===== config.mk =====
export PLATFORM = sky130hd
export DESIGN_NAME = ps2_rx_deserializer
export DESIGN_NICKNAME = d
export VERILOG_FILES = /design/src/rtl/ps2_pkg.sv /design/src/rtl/ps2_line_filter.sv /design/src/rtl/ps2_rx_deserializer.sv
export SDC_FILE = /design/constraint.sdc
export NUM_CORES = 1
export LEC_CHECK = 0
export CORE_MARGIN = 3
export CORE_UTILIZATION = 54
export CTS_BUF_LIST = sky130_fd_sc_hd__clkbuf_4 sky130_fd_sc_hd__clkbuf_8 sky130_fd_sc_hd__clkbuf_16
export DETAILED_ROUTE_END_ITERATION = 8
export GPL_TIMING_DRIVEN = 0
export HOLD_SLACK_MARGIN = 0.12
export PLACE_DENSITY = 0.74
export SLEW_MARGIN = 10
export SYNTH_ARGS = -nofsm -noshare
export SYNTH_HDL_FRONTEND = slang
export SYNTH_SLANG_ARGS = --single-unit

===== constraint.sdc =====
create_clock -name CLOCK_50 -period 2.4 [get_ports CLOCK_50]
set_input_delay 0.48 -clock CLOCK_50 [delete_from_list [all_inputs] [get_ports CLOCK_50]]
set_output_delay 0.48 -clock CLOCK_50 [all_outputs]
set_load 0.01 [all_outputs]

===== src/rtl/ps2_pkg.sv =====
// Shared types and constants for the PS/2 receive path.
package ps2_pkg;

  localparam int PS2_FRAME_BITS = 11;
  localparam int PS2_DATA_BITS  = 8;

  typedef enum logic [1:0] {
    IDLE,
    DATA,
    PARITY,
    STOP
  } ps2_state_t;

  // Result of a frame evaluation. At most one field is set in any cycle.
  typedef struct packed {
    logic good;
    logic parity_err;
    logic frame_err;
  } ps2_eval_t;

  // PS/2 uses odd parity across the data byte and the parity bit.
  function automatic logic odd_parity_ok(input logic [PS2_DATA_BITS-1:0] d, input logic p);
    return ^{d, p};
  endfunction

endpackage


===== src/rtl/ps2_line_filter.sv =====
// Conditions one raw PS/2 pin: synchronizer, stability filter and a
// one-cycle strobe on each filtered 1->0 transition.
module ps2_line_filter
  import ps2_pkg::*;
#(
  parameter int SYNC_STAGES   = 2,
  parameter int FILTER_CYCLES = 8
) (
  input  logic clk,
  input  logic rst,
  input  logic pin,
  output logic fall
);

  localparam int            CW       = $clog2(FILTER_CYCLES + 1);
  localparam logic [CW-1:0] CNT_LAST = CW'(FILTER_CYCLES - 1);

  logic [SYNC_STAGES-1:0] sync_q;
  logic                   filt_q;
  logic [CW-1:0]          cnt_q;
  logic                   fall_q;
  logic                   synced;

  assign synced = sync_q[SYNC_STAGES-1];
  assign fall   = fall_q;

  // Sync the pin, then accept a new level only after it has been seen on
  // FILTER_CYCLES consecutive samples; idle bus level is high.
  always_ff @(posedge clk or posedge rst) begin
    if (rst) begin
      sync_q <= '1;
      filt_q <= 1'b1;
      cnt_q  <= '0;
      fall_q <= 1'b0;
    end else begin
      sync_q <= {sync_q[SYNC_STAGES-2:0], pin};
      fall_q <= 1'b0;
      if (synced != filt_q) begin
        if (cnt_q == CNT_LAST) begin
          filt_q <= synced;
          cnt_q  <= '0;
          fall_q <= filt_q;  // only a high->low change is a sample strobe
        end else begin
          cnt_q <= cnt_q + CW'(1);
        end
      end else begin
        cnt_q <= '0;
      end
    end
  end

endmodule


===== src/rtl/ps2_rx_deserializer.sv =====
// PS/2 device-to-host receiver: line conditioning, 11-bit frame
// deserialization, odd-parity/stop checks and a one-byte holding register
// with valid/ack handshake and sticky overrun.
// Optional macro PS2_RX_TIMEOUT_EN adds an inter-edge timeout that aborts
// stalled frames with a frame error.
module ps2_rx_deserializer
  import ps2_pkg::*;
#(
  parameter int SYNC_STAGES    = 2,
  parameter int FILTER_CYCLES  = 8,
  parameter int TIMEOUT_CYCLES = 10000
) (
  input  logic                     CLOCK_50,
  input  logic                     reset,
  input  logic                     ps2_clk_in,
  input  logic                     ps2_dat_in,
  output logic [PS2_DATA_BITS-1:0] rx_data,
  output logic                     rx_valid,
  input  logic                     rx_ack,
  output logic                     rx_parity_err,
  output logic                     rx_frame_err,
  output logic                     rx_overrun,
  output logic                     rx_busy
);

  localparam int           BW       = $clog2(PS2_DATA_BITS);
  localparam logic [BW-1:0] LAST_BIT = BW'(PS2_DATA_BITS - 1);

  logic                     strobe;
  logic [SYNC_STAGES-1:0]   dat_sync_q;
  logic                     dat_s;
  ps2_state_t               state_q, state_d;
  logic [BW-1:0]            bit_cnt_q, bit_cnt_d;
  logic [PS2_DATA_BITS-1:0] shreg_q, shreg_d;
  logic                     par_q, par_d;
  logic                     timeout;
  ps2_eval_t                eval;

  ps2_line_filter #(
    .SYNC_STAGES  (SYNC_STAGES),
    .FILTER_CYCLES(FILTER_CYCLES)
  ) u_clk_filter (
    .clk (CLOCK_50),
    .rst (reset),
    .pin (ps2_clk_in),
    .fall(strobe)
  );

  // Data line only needs synchronizing; it is sampled on clock strobes.
  always_ff @(posedge CLOCK_50 or posedge reset) begin
    if (reset) dat_sync_q <= '1;
    else       dat_sync_q <= {dat_sync_q[SYNC_STAGES-2:0], ps2_dat_in};
  end

  assign dat_s   = dat_sync_q[SYNC_STAGES-1];
  assign rx_busy = (state_q != IDLE);

`ifdef PS2_RX_TIMEOUT_EN
  localparam int            TW      = $clog2(TIMEOUT_CYCLES + 1);
  localparam logic [TW-1:0] TO_LAST = TW'(TIMEOUT_CYCLES - 1);

  logic [TW-1:0] to_cnt_q;

  // A real strobe on the expiry cycle wins over the timeout.
  assign timeout = (state_q != IDLE) && !strobe && (to_cnt_q == TO_LAST);

  // Cycles since the last accepted clock edge while inside a frame.
  always_ff @(posedge CLOCK_50 or posedge reset) begin
    if (reset)                                         to_cnt_q <= '0;
    else if ((state_q == IDLE) || strobe || timeout)   to_cnt_q <= '0;
    else                                               to_cnt_q <= to_cnt_q + TW'(1);
  end
`else
  assign timeout = 1'b0;
`endif

  // Frame FSM state and shift register.
  always_ff @(posedge CLOCK_50 or posedge reset) begin
    if (reset) begin
      state_q   <= IDLE;
      bit_cnt_q <= '0;
      shreg_q   <= '0;
      par_q     <= 1'b0;
    end else begin
      state_q   <= state_d;
      bit_cnt_q <= bit_cnt_d;
      shreg_q   <= shreg_d;
      par_q     <= par_d;
    end
  end

  // Next state: advances only on a clock strobe; the stop bit is judged
  // with frame error taking precedence over parity error.
  always_comb begin
    state_d   = state_q;
    bit_cnt_d = bit_cnt_q;
    shreg_d   = shreg_q;
    par_d     = par_q;
    eval      = '0;
    if (strobe) begin
      case (state_q)
        IDLE: begin
          // a high data line here is a stray edge, not a start bit
          if (!dat_s) begin
            state_d   = DATA;
            bit_cnt_d = '0;
          end
        end
        DATA: begin
          shreg_d[bit_cnt_q] = dat_s;
          if (bit_cnt_q == LAST_BIT) state_d   = PARITY;
          else                       bit_cnt_d = bit_cnt_q + BW'(1);
        end
        PARITY: begin
          par_d   = dat_s;
          state_d = STOP;
        end
        STOP: begin
          state_d = IDLE;
          if (!dat_s)                             eval.frame_err  = 1'b1;
          else if (!odd_parity_ok(shreg_q, par_q)) eval.parity_err = 1'b1;
          else                                    eval.good       = 1'b1;
        end
        default: state_d = IDLE;
      endcase
    end else if (timeout) begin
      state_d        = IDLE;
      eval.frame_err = 1'b1;
    end
  end

  // Holding register, handshake and error pulses. An ack arriving with a
  // good frame frees the slot in the same cycle, so no overrun is flagged.
  always_ff @(posedge CLOCK_50 or posedge reset) begin
    if (reset) begin
      rx_data       <= '0;
      rx_valid      <= 1'b0;
      rx_overrun    <= 1'b0;
      rx_parity_err <= 1'b0;
      rx_frame_err  <= 1'b0;
    end else begin
      rx_parity_err <= eval.parity_err;
      rx_frame_err  <= eval.frame_err;
      if (rx_ack && rx_valid) begin
        rx_valid   <= 1'b0;
        rx_overrun <= 1'b0;
      end
      if (eval.good) begin
        if (!rx_valid || rx_ack) begin
          rx_data  <= shreg_q;
          rx_valid <= 1'b1;
        end else begin
          rx_overrun <= 1'b1;
        end
      end
    end
  end

endmodule


Yosys cells after proc, flatten, opt, wreduce, memory -nomap -nowiden
Cells that the tools add are included.
{ "classes": {"add_sub_neg": 2, "n_lt_le_gt_ge": 2, "n_eq_ne": 9, "n_mux": 26, "reduce_logical": 14} }
{ "ops": {"columns": ["operator", "count"], "rows": [
  ["$mux W1", 13],
  ["$mux W3", 3],
  ["$reduce_xor A9 Y1", 1],
  ["$bwmux W8", 1],
  ["$mux W2", 4],
  ["$mux W4", 2],
  ["$pmux W2 S4", 1],
  ["$reduce_and A2 Y1", 4],
  ["$ne A2 B2 Y1 const B", 3],
  ["$pmux W3 S2", 1],
  ["$add A4 B1 Y4 const B", 1],
  ["$eq A2 B2 Y1 const B", 2],
  ["$eq A4 B3 Y1 const B", 1],
  ["$lt A3 B4 Y1 const B", 1],
  ["$reduce_and A4 Y1", 1],
  ["$reduce_bool A2 Y1", 2],
  ["$add A3 B1 Y3 const B", 1],
  ["$demux W1 S3", 1],
  ["$eq A3 B3 Y1 const B", 1],
  ["$ge A3 B1 Y1 const B", 1],
  ["$reduce_and A3 Y1", 1],
  ["$eq A2 B1 Y1 const B", 1],
  ["$logic_and A1 B1 Y1", 2],
  ["$logic_not A2 Y1", 1],
  ["3 further kinds", 3]
]} }
{ "word_totals": {"reg_bits": 36, "inputBits": 5, "out_inout_bits": 13} }

Depth between registers and ports, before layout
Gate-level depths: netlist of run 1.
{ "logic_depth": {"word_depth": 6, "depth_mapped": 6, "ltp_nobuf": 6} }

By module
A second synthesis of run 1 with hierarchy kept.
{ "hier_totals": {"cells_unflattened": 127, "area_unflattened_um2": 1634.1} }
{ "modules_own_cells": {"columns": ["module", "instances", "cells_per_inst", "area_per_inst_um2", "seq_area_each_um2"], "rows": [
  ["ps2_rx_deserializer", 1, 105, 1318.8, 703.2],
  ["ps2_line_filter", 1, 22, 315.3, 203.9]
]} }

Worst setup path after synthesis of run 1
Ideal clock, no wire load.
{ "synth_timing": {"path_type": "reg-to-reg", "startpoint": "register shreg_q[3]", "endpoint": "register rx_data[0]", "arrival_ns": 1.656, "setup_slack_ns": 0.619, "path_stages_with_launch": 5, "n_path_buf": 0, "path_cell_list": "dfrtp_1 -> xor2_1 -> xnor3_2 -> mux2i_4 -> mux2_2"} }
{ "synth_via": {"elab_chain_len": 6} }
{ "synth_rtl": {"columns": ["item", "line", "rtl"], "rows": [
  ["start: declaration", "ps2_rx_deserializer.sv:34", "logic [PS2_DATA_BITS-1:0] shreg_q, shreg_d;"],
  ["start signal: assignment", "ps2_rx_deserializer.sv:87", "shreg_q <= shreg_d;"],
  ["$reduce_xor A9 Y1", "ps2_pkg.sv:23", "return ^{d, p};"],
  ["$mux W1", "ps2_rx_deserializer.sv:121", "else if (!odd_parity_ok(shreg_q, par_q)) eval.parity_err = 1'b1;"],
  ["$mux W2", "ps2_rx_deserializer.sv:120", "if (!dat_s) eval.frame_err = 1'b1;"],
  ["$mux W3", "ps2_rx_deserializer.sv:101", "case (state_q)"],
  ["$mux W2", "ps2_rx_deserializer.sv:100", "if (strobe) begin"],
  ["$reduce_and A2 Y1 (no line)", null, null],
  ["end signal: assignment", "ps2_rx_deserializer.sv:150", "rx_data <= shreg_q;"],
  ["end: declaration", "ps2_rx_deserializer.sv:17", "output logic [PS2_DATA_BITS-1:0] rx_data,"]
]} }
Every way passes these cells.
A chain may end at the register's enable or synchronous reset.

Worst setup path after layout of run 1
{ "layout_timing": {"startpoint": "register state_q[0]", "endpoint": "output rx_busy"} }
{ "layout_via": {"elab_chain_len": 1} }
{ "layout_rtl": {"columns": ["item", "line", "rtl"], "rows": [
  ["start: declaration", "ps2_rx_deserializer.sv:32", "ps2_state_t state_q, state_d;"],
  ["start signal: assignment", "ps2_rx_deserializer.sv:85", "state_q <= state_d;"],
  ["$reduce_bool A2 Y1", "ps2_rx_deserializer.sv:56", "assign rx_busy = (state_q != IDLE);"],
  ["end: declaration", "ps2_rx_deserializer.sv:23", "output logic rx_busy"]
]} }
Every way passes these cells.

==> out/qor.csv, run 1 <==
stage,metric,value,unit
run_status,run status,finished clean,
flow_run,# Max-Cap Violations,0,
detailed_routing,vias per cell,5.39,
placement,IO buf count,17,
min_path,Tightest Hold Check Type,reg -> reg,
synth,"Seq/Total Area, Yosys",56.2,%
synth,mapped cell area,1620,um^2
global_routing,largest net degree at the start of global routing,37,
worst_setup_path,"most used cell, CP",inv_1,
synth,Mapped Cells,126,
die,IO Pins,18,
sta,Max Clock Skew,16.0,ps
die,row cnt,19,
die,chip width,60.7,um
sta,Slew Limit Fails,0,
sta,Final Hold Viols,0,
global_routing,GRT overflow,0,
sta,f_max,474,MHz
worst_setup_path,Critical Path Sink Type,output pin,
clock_network,clock transition at the registers of the reported paths,90,ps
detailed_routing,DR iter-0 viols,21,
cells_and_area,most frequent cells in the layout,"dfrtp_1 (31), mux2_2 (20), clkdlybuf4s50_1 (17), nor2_1 (11), nand2_1 (9)",
worst_setup_path,crit path max-delay cell type,clkdlybuf4s50_1,
global_routing,global routing's busiest layer,met2,
worst_setup_path,Worst Setup Path Type,reg -> out,
global_routing,antenna violations before repair,0,
placement,post-DP HPWL,1800,um
cells_and_area,nets@finish,163,
die,Chip Height,60.7,um
detailed_routing,routed via count,981,
clock_network,hold buffers post-CTS,0,
synth,Synth top area share,48.0,%
synth,#FFs+latches synth,36,
power,P_leak,0.895,nW
detailed_routing,drt total wl,2410,um
sta,Worst Tran Pin Value,710,ps
clock_network,CTS Sinks,36,
sta,Final period util,87.9,%
detailed_routing,per-cell routed wire length,13.2,um
clock_network,clk_lat worst skew,340,ps
placement,gpl congestion,0.767,
synth,Cell variety after synth,25,
sta,Fin Setup TNS,0,ps
worst_setup_path,CP Max Fanout,4,
synth,top post-synthesis cells by area,"dfrtp_1 (48%), mux2_2 (14%), dfstp_2 (8.1%)",
global_routing,Global Route met3 Usage,5.74,%
die,Die Area,3680,um^2
power,maximum vdd drop,0.482,mV
power,Cell Pwr Density,568,nW/um^2
global_routing,met1 GRT Util,19.5,%
power,power consumption,1.07,mW
worst_setup_path,cells along the critical path,inv_1 -> ha_1 -> inv_1 -> clkdlybuf4s50_1,
clock_network,PostCTS Resize Cnt,0,
clock_network,CTS tree,yes,
synth,Synth area leader,dfrtp_1,
sta,relative slew slack,52.6,%
placement,Setup WS pre-CTS,267,ps
cells_and_area,"most common cell after layout, fill and taps aside",dfrtp_1,
die,total core area,2810,um^2
global_routing,vias in the first global route,987,
worst_setup_path,startpoint types,register,
sta,min cycle time layout,2110,ps
sta,final setup violation count,0,
worst_setup_path,required time worst endpoint,1920,ps
detailed_routing,DRT Pass-1 Iters,4,
clock_network,# H-tree levels,2,
synth,Synth Net Count,139,
worst_setup_path,critical path's largest stage delay,520,ps
sta,RSZ-0062 raised after global routing,no,
cells_and_area,layout cell share with drive strength beyond 1,23.8,%
global_routing,first-pass GRT wire length,4260,um
worst_setup_path,Critical Path AT,1630,ps
clock_network,CTS root buf,clkbuf_4,
sta,Final WS setup,291,ps
cells_and_area,Area Overhead vs Synth,16.5,%
die,initial core utilization,57.6,%
global_routing,overall routing resource usage,16.3,%
clock_network,CTS max path bufs,2,
global_routing,grt met2 use,25.5,%
synth,Syn. warnings,0,
clock_network,Post-CTS Setup Inserts,0,
detailed_routing,drt drc,0,
cells_and_area,# diodes,0,
cells_and_area,Filler cells,226,
detailed_routing,post-route antenna net violation count,0,
clock_network,total CTS buffers,5,
synth,Post-Syn Area per Cell,12.8,um^2
## final cells by class
class / instances / area [um^2] / area share (%)
clock inverters: 1 / 5.00 / 0.266
repair buffers: 17 / 170 / 9.04
flip-flops and latches: 36 / 907 / 48.2
plain buffers: 1 / 3.75 / 0.199
clock buffers: 7 / 52.6 / 2.79
inverters: 6 / 22.5 / 1.20
multi-input cells: 83 / 682 / 36.2
well taps: 31 / 38.8 / 2.06
## layer usage
metal	wire length (um)	up-vias
met2	1170	18
li1	-	477
met3	109	8
met5	0	-
met4	58	0
met1	1070	478
## cells in the mapped netlist, drive strengths merged
cell    number
a21boi       1
a21o         1
a21oi        2
a32o         1
clkbuf       1
dfrtp       31
dfstp        5
ha           8
inv          6
mux2        20
mux2i        1
nand2        9
nand2b       2
nand3        3
nand3b       2
nor2        11
nor2b        2
nor3         5
nor3b        3
o211ai       1
o21ai        3
xnor2        4
xnor3        2
xor2         2
## cells by family (layout without fill, tap and decap cells)
| group | after synthesis | after routing | synth area share, % |
|---|---|---|---|
| compound gates | 9 | 9 | 3.56 |
| xor+xnor | 8 | 8 | 6.12 |
| fa+ha+maj | 8 | 8 | 6.20 |
| buf+inv | 7 | 32 | 1.63 |
| flops | 36 | 36 | 56.2 |
| mux | 21 | 21 | 15.3 |
| simple gates | 37 | 37 | 11.0 |
## report_power, final
| group | internal [mW] | total [mW] | switching (mW) |
|---|---|---|---|
| Clock | 0.137 | 0.319 | 0.183 |
| Sequential | 0.645 | 0.667 | 0.0226 |
| Combinational | 0.0407 | 0.0823 | 0.0416 |
| Total | 0.822 | 1.07 | 0.247 |
## stage by stage
step                      hold WS [ps]  cell area, um^2  std cells  utilization, %
after floorplan                    345             1620        126               -
after global placement             346             1820        174            65.0
after detailed placement           348             1820        174            65.0
after CTS                          362             1880        182            67.1
after global routing               372             1880        182            67.1
final                              360             1880        182            67.1
## registers in the layout (all words and copies together), names as in the netlist
name / flops
rx_data: 8
shreg_q: 8
u_clk_filter.cnt_q: 4
bit_cnt_q: 3
dat_sync_q: 2
state_q: 2
u_clk_filter.sync_q: 2
par_q: 1
rx_frame_err: 1
rx_overrun: 1
rx_parity_err: 1
rx_valid: 1
u_clk_filter.fall: 1
u_clk_filter.filt_q: 1
## path summary, 6_finish.rpt
path | startpoint | end | slack [ps] | cells past startpoint
min in group asynchronous | reset | u_clk_filter.cnt_q[3]$_DFF_PP0_ | 560 | 2
worst max-delay path | state_q[0]$_DFFE_PP0P_ | rx_busy | 290 | 4
worst min-delay path | u_clk_filter.sync_q[0]$_DFF_PP1_ | u_clk_filter.sync_q[1]$_DFF_PP1_ | 360 | 0
worst max register to register | par_q$_DFFE_PP0P_ | rx_data[4]$_DFFE_PP0P_ | 490 | 4
max in group asynchronous | reset | rx_data[4]$_DFFE_PP0P_ | 1370 | 2
worst min register to register | u_clk_filter.sync_q[0]$_DFF_PP1_ | u_clk_filter.sync_q[1]$_DFF_PP1_ | 360 | 0
## critical path, delay by kind of cell, from the launching register on
family / cells / cell delay [ps]
buf+inv: 3 / 670
fa+ha+maj: 1 / 240
flops: 1 / 380
No activity file was read; power rests on OpenSTA's default activity.
==> run 2, diff against run 1 <==
CORE_UTILIZATION = 57   (was 54)
CTS_BUF_LIST = sky130_fd_sc_hd__clkbuf_8   (was sky130_fd_sc_hd__clkbuf_4 sky130_fd_sc_hd__clkbuf_8 sky130_fd_sc_hd__clkbuf_16)
PLACE_DENSITY = 0.78   (was 0.74)
SYNTH_HIERARCHICAL = 1   (was not set)
==> out/qor.csv, run 2 <==
stage,metric,value,unit,change
worst_setup_path,cells along the critical path,inv_1 -> ha_1 -> inv_1 -> clkdlybuf4s50_1,,unchanged
sta,Slew Limit Fails,0,,unchanged
worst_setup_path,"most used cell, CP",inv_1,,unchanged
detailed_routing,drt total wl,2650,um,was 2410 um
clock_network,clock transition at the registers of the reported paths,60,ps,was 90 ps
synth,Synth area leader,dfrtp_1,,unchanged
placement,gpl congestion,0.719,,was 0.767
detailed_routing,vias per cell,5.55,,was 5.39
power,maximum vdd drop,0.642,mV,was 0.482 mV
clock_network,hold buffers post-CTS,0,,unchanged
synth,top-count cell post-synth,dfrtp_1,,unchanged
die,IO Pins,18,,unchanged
detailed_routing,routed via count,1011,,was 981
clock_network,CTS root buf,clkbuf_8,,was clkbuf_4
sta,Fin Setup TNS,0,ps,unchanged
clock_network,total CTS buffers,5,,unchanged
sta,final setup violation count,0,,unchanged
flow_run,# Max-Cap Violations,0,,unchanged
cells_and_area,"most common cell after layout, fill and taps aside",dfrtp_1,,unchanged
die,initial core utilization,63.1,%,was 57.6%
detailed_routing,DRT Pass-1 Iters,4,,unchanged
worst_setup_path,startpoint types,register,,unchanged
worst_setup_path,required time worst endpoint,1920,ps,about the same
synth,Synth Net Count,140,,was 139
detailed_routing,post-route antenna net violation count,0,,unchanged
placement,Setup WS pre-CTS,277,ps,was 267 ps
synth,Synth top area share,47.5,%,was 48.0%
power,P_leak,0.924,nW,was 0.895 nW
detailed_routing,per-cell routed wire length,14.5,um,was 13.2 um
worst_setup_path,crit path max-delay cell type,clkdlybuf4s50_1,,unchanged
worst_setup_path,Reg-to-Reg Start,shreg_q[3]$_DFFE_PP0P_,,was par_q$_DFFE_PP0P_
clock_network,PostCTS Resize Cnt,0,,unchanged
power,Cell Pwr Density,615,nW/um^2,was 568 nW/um^2
cells_and_area,nets@finish,164,,was 163
synth,Mapped Cells,127,,was 126
detailed_routing,drt drc,0,,unchanged
worst_setup_path,CP Max Fanout,4,,unchanged
run_status,run status,finished clean,,unchanged
synth,mapped cell area,1630,um^2,was 1620 um^2
cells_and_area,top flop regs,"rx_data x8, shreg_q x8, u_clk_filter/cnt_q x4",,"was rx_data x8, shreg_q x8, u_clk_filter.cnt_q x4"
worst_setup_path,Reg2Reg Depth,4,,unchanged
synth,Syn. warnings,6,,was 0
cells_and_area,layout cell share with drive strength beyond 1,22.4,%,was 23.8%
synth,number of synthesized flops with an enable pin,0,,unchanged
die,Die Area,3550,um^2,was 3680 um^2
synth,Async SR Flop Fraction,100,%,unchanged
die,Chip Height,59.5,um,was 60.7 um
sta,Final Hold Viols,0,,unchanged
sta,f_max,489,MHz,was 474 MHz
clock_network,CTS tree,yes,,unchanged
global_routing,antenna violations before repair,0,,unchanged
clock_network,# H-tree levels,2,,unchanged
min_path,Hold EP,dat_sync_q[1]$_DFF_PP1_,,was u_clk_filter.sync_q[1]$_DFF_PP1_
die,row cnt,18,,was 19
min_path,Hold Path Depth,0,,unchanged
worst_setup_path,Reg2Reg Setup Slack,480,ps,was 490 ps
sta,Final WS setup,356,ps,was 291 ps
synth,Commonest cells post-synth,"dfrtp_1 (31), mux2_2 (19), nor2_1 (10)",,"was dfrtp_1 (31), mux2_2 (20), nor2_1 (11)"
worst_setup_path,Worst Setup Path Type,reg -> out,,unchanged
global_routing,overall routing resource usage,18.2,%,was 16.3%
cells_and_area,Layout Cells excl Fill,182,,unchanged
min_path,Hold Path Origin,dat_sync_q[0]$_DFF_PP1_,,was u_clk_filter.sync_q[0]$_DFF_PP1_
sta,Worst Tran Pin Value,1060,ps,was 710 ps
cells_and_area,# diodes,0,,unchanged
global_routing,first-pass GRT wire length,4570,um,was 4260 um
min_path,Tightest Hold Check Type,reg -> reg,,unchanged
sta,Max Clock Skew,3.80,ps,was 16.0 ps
global_routing,GRT overflow,0,,unchanged
synth,#FFs+latches synth,36,,unchanged
placement,Placed Cells,174,,unchanged
clock_network,CTS max path bufs,2,,unchanged
cells_and_area,most frequent cells in the layout,"dfrtp_1 (31), mux2_2 (19), clkdlybuf4s50_1 (17), inv_1 (10), nor2_1 (10)",,"was dfrtp_1 (31), mux2_2 (20), clkdlybuf4s50_1 (17), nor2_1 (11), nand2_1 (9)"
global_routing,vias in the first global route,1019,,was 987
sta,Final period util,85.2,%,was 87.9%
sta,RSZ-0062 raised after global routing,no,,unchanged
detailed_routing,DR iter-0 viols,28,,was 21
die,total core area,2590,um^2,was 2810 um^2
synth,Cell variety after synth,29,,was 25
sta,min cycle time layout,2040,ps,was 2110 ps
sta,relative slew slack,29.0,%,was 52.6%
worst_setup_path,Critical Path Sink Type,output pin,,unchanged
clock_network,Post-CTS Setup Inserts,0,,unchanged
synth,"Seq/Total Area, Yosys",55.5,%,was 56.2%
worst_setup_path,r2r endpoint,rx_data[4]$_DFFE_PP0P_,,unchanged
synth,top post-synthesis cells by area,"dfrtp_1 (47%), mux2_2 (13%), dfstp_2 (8.0%)",,"was dfrtp_1 (48%), mux2_2 (14%), dfstp_2 (8.1%)"
synth,"Primary FF master, synth",dfrtp_1,,unchanged
die,chip width,59.5,um,was 60.7 um
placement,IO buf count,17,,unchanged
global_routing,largest net degree at the start of global routing,29,,was 37
clock_network,CTS Sinks,36,,unchanged
placement,post-DP HPWL,1900,um,was 1800 um
synth,Post-Syn Area per Cell,12.9,um^2,was 12.8 um^2
worst_setup_path,critical path's largest stage delay,520,ps,about the same
cells_and_area,Area Overhead vs Synth,18.2,%,was 16.5%
worst_setup_path,Critical Path AT,1560,ps,was 1630 ps
clock_network,clk_lat worst skew,280,ps,was 340 ps
[run 2: worst max path at each step]
| stage | slack, ps | cells past startpoint | start | endpoint |
|---|---|---|---|---|
| finish | 360 | 4 | state_q[0]$_DFFE_PP0P_ | rx_busy |
| global placement | 310 | 5 | rx_ack | rx_data[2]$_DFFE_PP0P_ |
| floorplan | 620 | 4 | shreg_q[3]$_DFFE_PP0P_ | rx_data[0]$_DFFE_PP0P_ |
| CTS | 320 | 4 | state_q[0]$_DFFE_PP0P_ | rx_busy |
| global route | 220 | 4 | state_q[1]$_DFFE_PP0P_ | rx_busy |
| detailed placement | 280 | 5 | rx_ack | rx_data[4]$_DFFE_PP0P_ |
[run 2: area by class of cell]
cell class	count	area [um^2]
Buffer	1	3.75
Clock buffer	6	82.6
Clock inverter	2	7.51
Fill cell	174	658
Inverter	8	30.0
Multi-Input combinational cell	82	693
Sequential cell	36	907
Tap cell	30	37.5
Timing Repair Buffer	17	170
[run 2: power breakdown]
| part | total, mW | internal [mW] | switching (mW) |
|---|---|---|---|
| Combinational | 0.0892 | 0.0460 | 0.0432 |
| Clock | 0.425 | 0.225 | 0.200 |
| Sequential | 0.673 | 0.646 | 0.0276 |
| Total | 1.19 | 0.917 | 0.271 |
[run 2: critical path, delay by kind of cell, from the launching register on]
kind	cells	cell delay, ps
buffers and inverters	3	680
DFF	1	370
adders and majority gates	1	230
[run 2: logic make-up after synthesis]
group	share of synthesized area, %
xor gates and xnor gates	6.05
adders and majority gates	6.13
and+or+nand+nor	11.2
DFF	55.5
AOI/OAI and AO/OA	3.68
muxes	15.4
buffers and inverters	2.07
[run 2: per-layer routing]
metal	part of all wire [%]	global-route usage [%]
met5	0	0
met4	0.72	6.65
met3	3.3	7.19
met2	52	30.0
met1	44	21.4
[run 2: per-stage QoR]
stage	instance area, um^2	hold WS, ps	util [%]	power [mW]
floorplan	1630	294	-	0.744
global placement	1840	348	71.1	0.764
detailed placement	1840	351	71.1	0.773
CTS	1930	361	74.6	1.20
global route	1930	363	74.6	1.25
finish	1930	359	74.6	1.19
